**config.mk**
```make
export PLATFORM = sky130hd
export DESIGN_NAME = ring_rr_arbiter
export DESIGN_NICKNAME = d
export VERILOG_FILES = /design/src/rtl/ring_rr_arbiter.sv
export SDC_FILE = /design/constraint.sdc
export NUM_CORES = 1
export LEC_CHECK = 0
export CAP_MARGIN = 0
export CELL_PAD_IN_SITES_DETAIL_PLACEMENT = 0
export CELL_PAD_IN_SITES_GLOBAL_PLACEMENT = 1
export CORE_MARGIN = 4
export CORE_UTILIZATION = 37
export DETAILED_ROUTE_END_ITERATION = 16
export PLACE_DENSITY_LB_ADDON = 0.08
export REMOVE_ABC_BUFFERS = 1
export SYNTH_ARGS = -nofsm -noshare
export SYNTH_HDL_FRONTEND = slang
export SYNTH_SLANG_ARGS = --single-unit
export TNS_END_PERCENT = 5
```
**constraint.sdc**
```tcl
create_clock -name Clk -period 4.1 [get_ports Clk]
set_input_delay 0.615 -clock Clk [delete_from_list [all_inputs] [get_ports Clk]]
set_output_delay 0.615 -clock Clk [all_outputs]
set_load 0.01 [all_outputs]
```
**src/rtl/ring_rr_arbiter.sv**
```systemverilog
// Round-robin arbiter with a one-hot ring pointer and a registered, held grant.
// Define TIMEOUT_EN to enable the hold counter and MAX_HOLD preemption.
module ring_rr_arbiter #(
    parameter int N        = 4,
    parameter int IDW      = 2,
    parameter int MAX_HOLD = 8
) (
    input  logic           Clk,
    input  logic           Ori,
    input  logic [N-1:0]   Req,
    output logic [N-1:0]   Gnt,
    output logic [IDW-1:0] GntId,
    output logic           Busy,
    output logic [N-1:0]   Ptr,
    output logic           Preempt
);

    typedef enum logic {
        IDLE,
        GRANT
    } state_t;

    state_t         state_q, state_d;
    logic [N-1:0]   gnt_q, gnt_d;
    logic [IDW-1:0] id_q, id_d;
    logic [N-1:0]   ptr_q, ptr_d;
    logic [IDW-1:0] ptr_idx;
    logic [IDW:0]   win;
    logic [IDW:0]   hand;
    logic           own_req;
    logic           others;
    logic           handover;

`ifdef TIMEOUT_EN
    localparam logic [7:0] HOLD_LAST = 8'(MAX_HOLD - 1);
    logic [7:0] cnt_q, cnt_d;
    logic       pre_q, pre_d;
    logic       timeout;
`else
    logic unused_hold;
    assign unused_hold = (MAX_HOLD != 0);
`endif

    // Circular first-set scan beginning at index start; MSB flags a winner.
    function automatic logic [IDW:0] arb(input logic [N-1:0] r, input int start);
        logic [IDW:0] res;
        res = '0;
        for (int i = N - 1; i >= 0; i--) begin
            int j;
            j = (start + i) % N;
            if (((r >> j) & N'(1)) != '0) res = {1'b1, IDW'(j)};
        end
        return res;
    endfunction

    always_comb begin
        ptr_idx = '0;
        for (int i = 0; i < N; i++) begin
            if (ptr_q[i]) ptr_idx = IDW'(i);
        end
    end

    assign own_req = |(Req & gnt_q);
    assign others  = |(Req & ~gnt_q);
    assign win     = arb(Req, int'(ptr_idx));
    // Handover scan starts just past the owner and never considers it.
    assign hand    = arb(Req & ~gnt_q, (int'(id_q) + 1) % N);

    always_comb begin
        state_d  = state_q;
        gnt_d    = gnt_q;
        id_d     = id_q;
        ptr_d    = ptr_q;
        handover = 1'b0;
`ifdef TIMEOUT_EN
        cnt_d    = cnt_q;
        pre_d    = 1'b0;
        timeout  = (cnt_q == HOLD_LAST) && own_req && others;
`endif
        unique case (state_q)
            IDLE: begin
                if (win[IDW]) begin
                    state_d = GRANT;
                    gnt_d   = N'(1) << win[IDW-1:0];
                    id_d    = win[IDW-1:0];
`ifdef TIMEOUT_EN
                    cnt_d   = '0;
`endif
                end
            end
            GRANT: begin
                handover = !own_req;
`ifdef TIMEOUT_EN
                handover = handover || timeout;
`endif
                if (handover) begin
                    ptr_d = {gnt_q[N-2:0], gnt_q[N-1]};
`ifdef TIMEOUT_EN
                    pre_d = timeout;
                    cnt_d = '0;
`endif
                    if (hand[IDW]) begin
                        gnt_d = N'(1) << hand[IDW-1:0];
                        id_d  = hand[IDW-1:0];
                    end else begin
                        state_d = IDLE;
                        gnt_d   = '0;
                        id_d    = '0;
                    end
                end
`ifdef TIMEOUT_EN
                else if (cnt_q != HOLD_LAST) begin
                    cnt_d = cnt_q + 8'd1;
                end
`endif
            end
            default: ;
        endcase
    end

    always_ff @(posedge Clk) begin
        if (Ori) begin
            state_q <= IDLE;
            gnt_q   <= '0;
            id_q    <= '0;
            ptr_q   <= N'(1);
        end else begin
            state_q <= state_d;
            gnt_q   <= gnt_d;
            id_q    <= id_d;
            ptr_q   <= ptr_d;
        end
    end

`ifdef TIMEOUT_EN
    always_ff @(posedge Clk) begin
        if (Ori) begin
            cnt_q <= '0;
            pre_q <= 1'b0;
        end else begin
            cnt_q <= cnt_d;
            pre_q <= pre_d;
        end
    end
    assign Preempt = pre_q;
`else
    assign Preempt = 1'b0;
`endif

    assign Gnt   = gnt_q;
    assign GntId = id_q;
    assign Busy  = (state_q == GRANT);
    assign Ptr   = ptr_q;

endmodule

```
After elaboration in Yosys (flattened, before gate mapping)
Index checks and enable logic that the tools add are counted.
{"block": "word_totals", "register_bits": 11, "input_bits": 6, "elab_cells": 69}
{"block": "op_classes", "add_sub_neg": 7, "n_eq_ne": 2, "n_shift": 10, "n_mux": 23, "n_bitwise": 13, "reduce_logical": 10}
{"cell": "$shr 4x32->1", "count": 7}
{"cell": "$mux 3", "count": 8}
{"cell": "$reduce_or 2->1", "count": 7}
{"cell": "$mux 4", "count": 3}
{"cell": "$mux 2", "count": 5}
{"cell": "$add 3x3->4 const B", "count": 2}
{"cell": "$and 4x4->4", "count": 2}
{"cell": "$pmux 4 s2", "count": 1}
{"cell": "$shl 1x2->4 const A", "count": 2}
{"cell": "$add 2x1->2 const B", "count": 2}
{"cell": "$add 2x2->2 const B", "count": 2}
{"cell": "$add 3x2->4 const B", "count": 1}
{"cell": "$and 1x1->1", "count": 4}
{"cell": "$and 1x1->1 const A", "count": 4}
{"cell": "$mux 1", "count": 4}
{"cell": "$ne 2x2->1 const B", "count": 2}
{"cell": "$not 4->4", "count": 1}
{"cell": "$pmux 2 s2", "count": 1}
{"cell": "$reduce_and 2->1", "count": 2}
{"cell": "$reduce_or 4->1", "count": 1}
{"cell": "$shr 4x2->1", "count": 1}
{"cell": "$not 1->1", "count": 2}
{"cell": "$pmux 1 s2", "count": 1}

Logic depth before layout (Yosys ltp)
{"block": "logic_depth", "word_depth": 15, "ltp_mapped": 5, "depth_no_buf": 5}

Least setup slack after synthesis
No wires, ideal clock.
{"block": "synth_timing", "kind": "input to register", "from": "input port Req[0]", "to": "register gnt_q[3] (netlist: Gnt[3])", "t_arrival_ps": 1899, "slack_ps": 2079, "stages": 4, "n_path_buf": 0, "cell_sequence": "a222oi_1 -> a22o_2 -> nor2_2 -> a221o_1"}
{"block": "synth_via", "elab_chain_len": 10, "elab_cells_between_ends": 28, "cone_classes": "eq/ne (2); shift (10); mux (12); bitwise (2); reduce/logical (2)"}
{"element": "start: declaration", "line": "10", "source": "input logic [N-1:0] Req,"}
{"element": "$and 4x4->4", "line": "67", "source": "assign hand = arb(Req & ~gnt_q, (int'(id_q) + 1) % N);"}
{"element": "$shr 4x32->1", "line": "51", "source": "if (((r >> j) & N'(1)) != '0) res = {1'b1, IDW'(j)};"}
{"element": "$mux 3 (4 in a row)", "line": "51"}
{"element": "$shl 1x2->4", "line": "103", "source": "gnt_d = N'(1) << hand[IDW-1:0];"}
{"element": "$mux 4", "line": "102", "source": "if (hand[IDW]) begin"}
{"element": "$mux 4", "line": "96", "source": "if (handover) begin"}
{"element": "$pmux 4 s2", "line": "80", "source": "unique case (state_q)"}
{"element": "end signal: assignment", "line": "129", "source": "gnt_q <= gnt_d;"}
{"element": "end: declaration", "line": "24", "source": "logic [N-1:0] gnt_q, gnt_d;"}
Parallel ways exist; a longest one is shown, timed or not. The select of a mux whose other input is x is not followed.
A chain may end at the register's enable or synchronous reset.

Final worst setup path
{"block": "layout_timing", "from": "input port Req[3]", "to": "register gnt_q[3] (netlist: Gnt[3])"}
The elaborated chain is that of the path after synthesis.

==> impl_metrics.csv <==
group,metric,value,unit
run_status,status,"completed",
logic_synthesis,synth_top_area_frac,0.300,
grt,grt_pass1_wl,3220,µm
sta,slew_violations,0,
placement,place_congestion,0.819,
power_and_ir_drop,peakVddDrop,0.000236,V
logic_synthesis,synth_seq_area_share,0.300,
finish,area_growth,28.0,%
die,start_util,0.407,
cts,hold_buffers,0,
cts,cts_buffers,3,
die,core_area,1800,µm²
finish,nNetsFinal,115,
cts,cts.path.max_buffers,2,
die,dieArea,2760,µm²
power_and_ir_drop,cellPowerDensity,325,nW/µm²
grt,grt_pass1_vias,674,
placement,dp_hpwl,1490,µm
sta,setup_viol,0,
logic_synthesis,syn_area_per_cell,8.15,µm²
route,routed_wl,1990,µm
die,die_y,52.5,µm
power_and_ir_drop,p_int,0.203,mW
route,route.antenna.remaining_nets,0,
logic_synthesis,synth_area,733,µm²
sta,clock-skew-final,0.000404,ns
power_and_ir_drop,power_switching,0.102,mW
cts,clk_latency,0.27,ns
placement,portBuffers,16,
cts,clk_pin_slew,0.07,ns
logic_synthesis,ys_async_sr_fraction,0,
sta,tightestPinTransition,0.763,ns
logic_synthesis,synth_edf_count,0,
logic_synthesis,yosysUniqueCellTypes,41,
cts,post-cts-setup-buffer-count,0,
power_and_ir_drop,p_leak,0.319,nW
setup_path,slowest_delay,0.73,ns
cts,ctsHtreeMaxLevel,1,
power_and_ir_drop,power_frac_clock,0.239,
route,vias,766,
cts,tritoncts,"done",
logic_synthesis,syn_inst,90,
setup_path,cp_data_arrival_time,2.68,ns
route,first_iter_violations,26,
grt,grt_start_max_net_pins,13,
setup_path,critPathCaptureType,"flop",
die,fp-row-count,15,
sta,grt_setup_unrepaired,"false",
power_and_ir_drop,combPwrFrac,0.326,
cts,cts_resized,0,
logic_synthesis,synth_area_leaders,"dfxtp_1 (30%), nor2b_1 (6.0%), nand2b_1 (5.1%), a21oi_1 (3.4%), nor3_1 (3.4%)",
grt,overflow,0,
sta,period_minus_slack,2.53,ns
sta,period_share,0.616,
route,avgRoutedWirePerCell,14.9,µm
logic_synthesis,synth_top_area_cell,"dfxtp_1",
sta,maxSlewHeadroom,0.491,
die,die_width,52.5,µm
route,dr.pass1.iters,4,
sta,fmax,396,MHz
cts,cts_root_buf,"clkbuf_4",
logic_synthesis,synth-main-ff-cell,"dfxtp_1",
sta,fin_tns_setup,0,ns
power_and_ir_drop,switching_share,0.336,
setup_path,setup.worst_path.class,"input port to flop",
worst_hold_path,hold_class,"flop to flop",
die,io_pins,18,
finish,antenna_cells,0,
flow_run,cap_violations,0,
sta,fin_hold_ws,0.483,ns
setup_path,crit_chain,"clkdlybuf4s50_1 -> a222oi_1 -> a22o_2 -> nor2_2 -> a221o_1",
setup_path,crit_required,4.26,ns
grt,grt_util_all_layers,0.159,
cts,cts_sinks,11,
setup_path,critical-path-slowest-cell,"a222oi_1",
logic_synthesis,ys_seq_elements,11,
logic_synthesis,synth_warnings,0,
route,viasPerCell,5.76,
grt,grt_antenna_before_repair,0,
route,drc_errors,0,
setup_path,cp_max_fo,9,
setup_path,cp-start-kind,"input port",
sta,hold_viol_final,0,
power_and_ir_drop,seq_power_share,0.435,
finish,drive_above_1_share,0.0833,
## layout by cell type, fill, tap and decap left out, drive strengths merged, types with 4 or more instances in the layout
master | synthesis | final
clkdlybuf4s50 | 0 | 16
dfxtp | 11 | 11
nor2b | 7 | 7
nand2 | 7 | 7
nand2b | 6 | 6
nor3 | 5 | 5
a21oi | 5 | 5
nor2 | 5 | 5
inv | 4 | 4
nand3 | 4 | 4
clkbuf | 0 | 4
## flip-flops by register name (all words and copies together) (netlist names)
| name | flops |
|---|---|
| Ptr | 4 |
| Busy | 1 |
| GntId | 2 |
| Gnt | 4 |
## per-stage QoR
step	util	setup WS [ns]	cells	cell area, µm²	total power [mW]
finish	0.521	1.57	133	938	0.305
global route	0.521	1.37	133	938	0.323
CTS	0.521	1.60	133	938	0.307
detailed placement	0.506	1.32	129	912	0.234
global placement	0.506	1.36	129	912	0.233
floorplan	-	2.09	88	721	0.190
## per-layer routing
metal / vias up / track usage / part of all wire
li1: 383 / - / -
met1: 355 / 0.234 / 0.48
met2: 23 / 0.223 / 0.44
met3: 5 / 0.0285 / 0.057
met4: 0 / 0.0638 / 0.020
met5: - / 0 / 0
## final cells by class
| type | instances | area [µm²] |
|---|---|---|
| fill | 190 | 863 |
| multi-input combinational | 73 | 485 |
| sequential | 11 | 220 |
| timing repair buffer | 16 | 160 |
| tap | 25 | 31.3 |
| clock buffer | 4 | 26.3 |
| inverter | 4 | 15.0 |
## synthesized netlist by cell type (all sizes together) (2+ instances only)
master / count
nor2: 5
nand3: 4
o221ai: 2
nor2b: 7
o211ai: 2
nand2b: 6
nor3: 5
inv: 4
nand2: 7
buf: 2
nor4: 3
o21ai: 3
or3: 2
dfxtp: 11
a21oi: 5
a211o: 2
## worst paths after layout
check,start,end,slack [ns],cells past startpoint
max,Req[3],Gnt[3]$_SDFFE_PP0P_,1.57,5
min,Ptr[0]$_SDFFE_PP1P_,Ptr[0]$_SDFFE_PP1P_,0.48,1
max reg2reg,Gnt[3]$_SDFFE_PP0P_,Gnt[3]$_SDFFE_PP0P_,2.13,4
min reg2reg,Ptr[0]$_SDFFE_PP1P_,Ptr[0]$_SDFFE_PP1P_,0.48,1
## logic make-up after synthesis
kind of cell           count (synthesis)  synth area share
AND/OR/NAND/NOR                       45             0.367
AO/OA/AOI/OAI                         27             0.290
flip-flops                            11             0.300
buffers and inverters                  6            0.0375
other                                  1           0.00511
## critical path: cells and delay by family
family                 cells  cell delay, ns
AOI/OAI and AO/OA          3            1.43
buffers and inverters      1            0.57
and+or+nand+nor            1            0.07
## power groups by stage
stage               clock network (mW)  logic [mW]  registers, mW
floorplan                            0      0.0546          0.135
global placement                     0      0.0986          0.135
detailed placement                   0      0.0993          0.135
CTS                             0.0744      0.0999          0.132
global route                    0.0786       0.110          0.134
finish                          0.0730      0.0993          0.133
No activity file was read; power rests on OpenSTA's default activity.
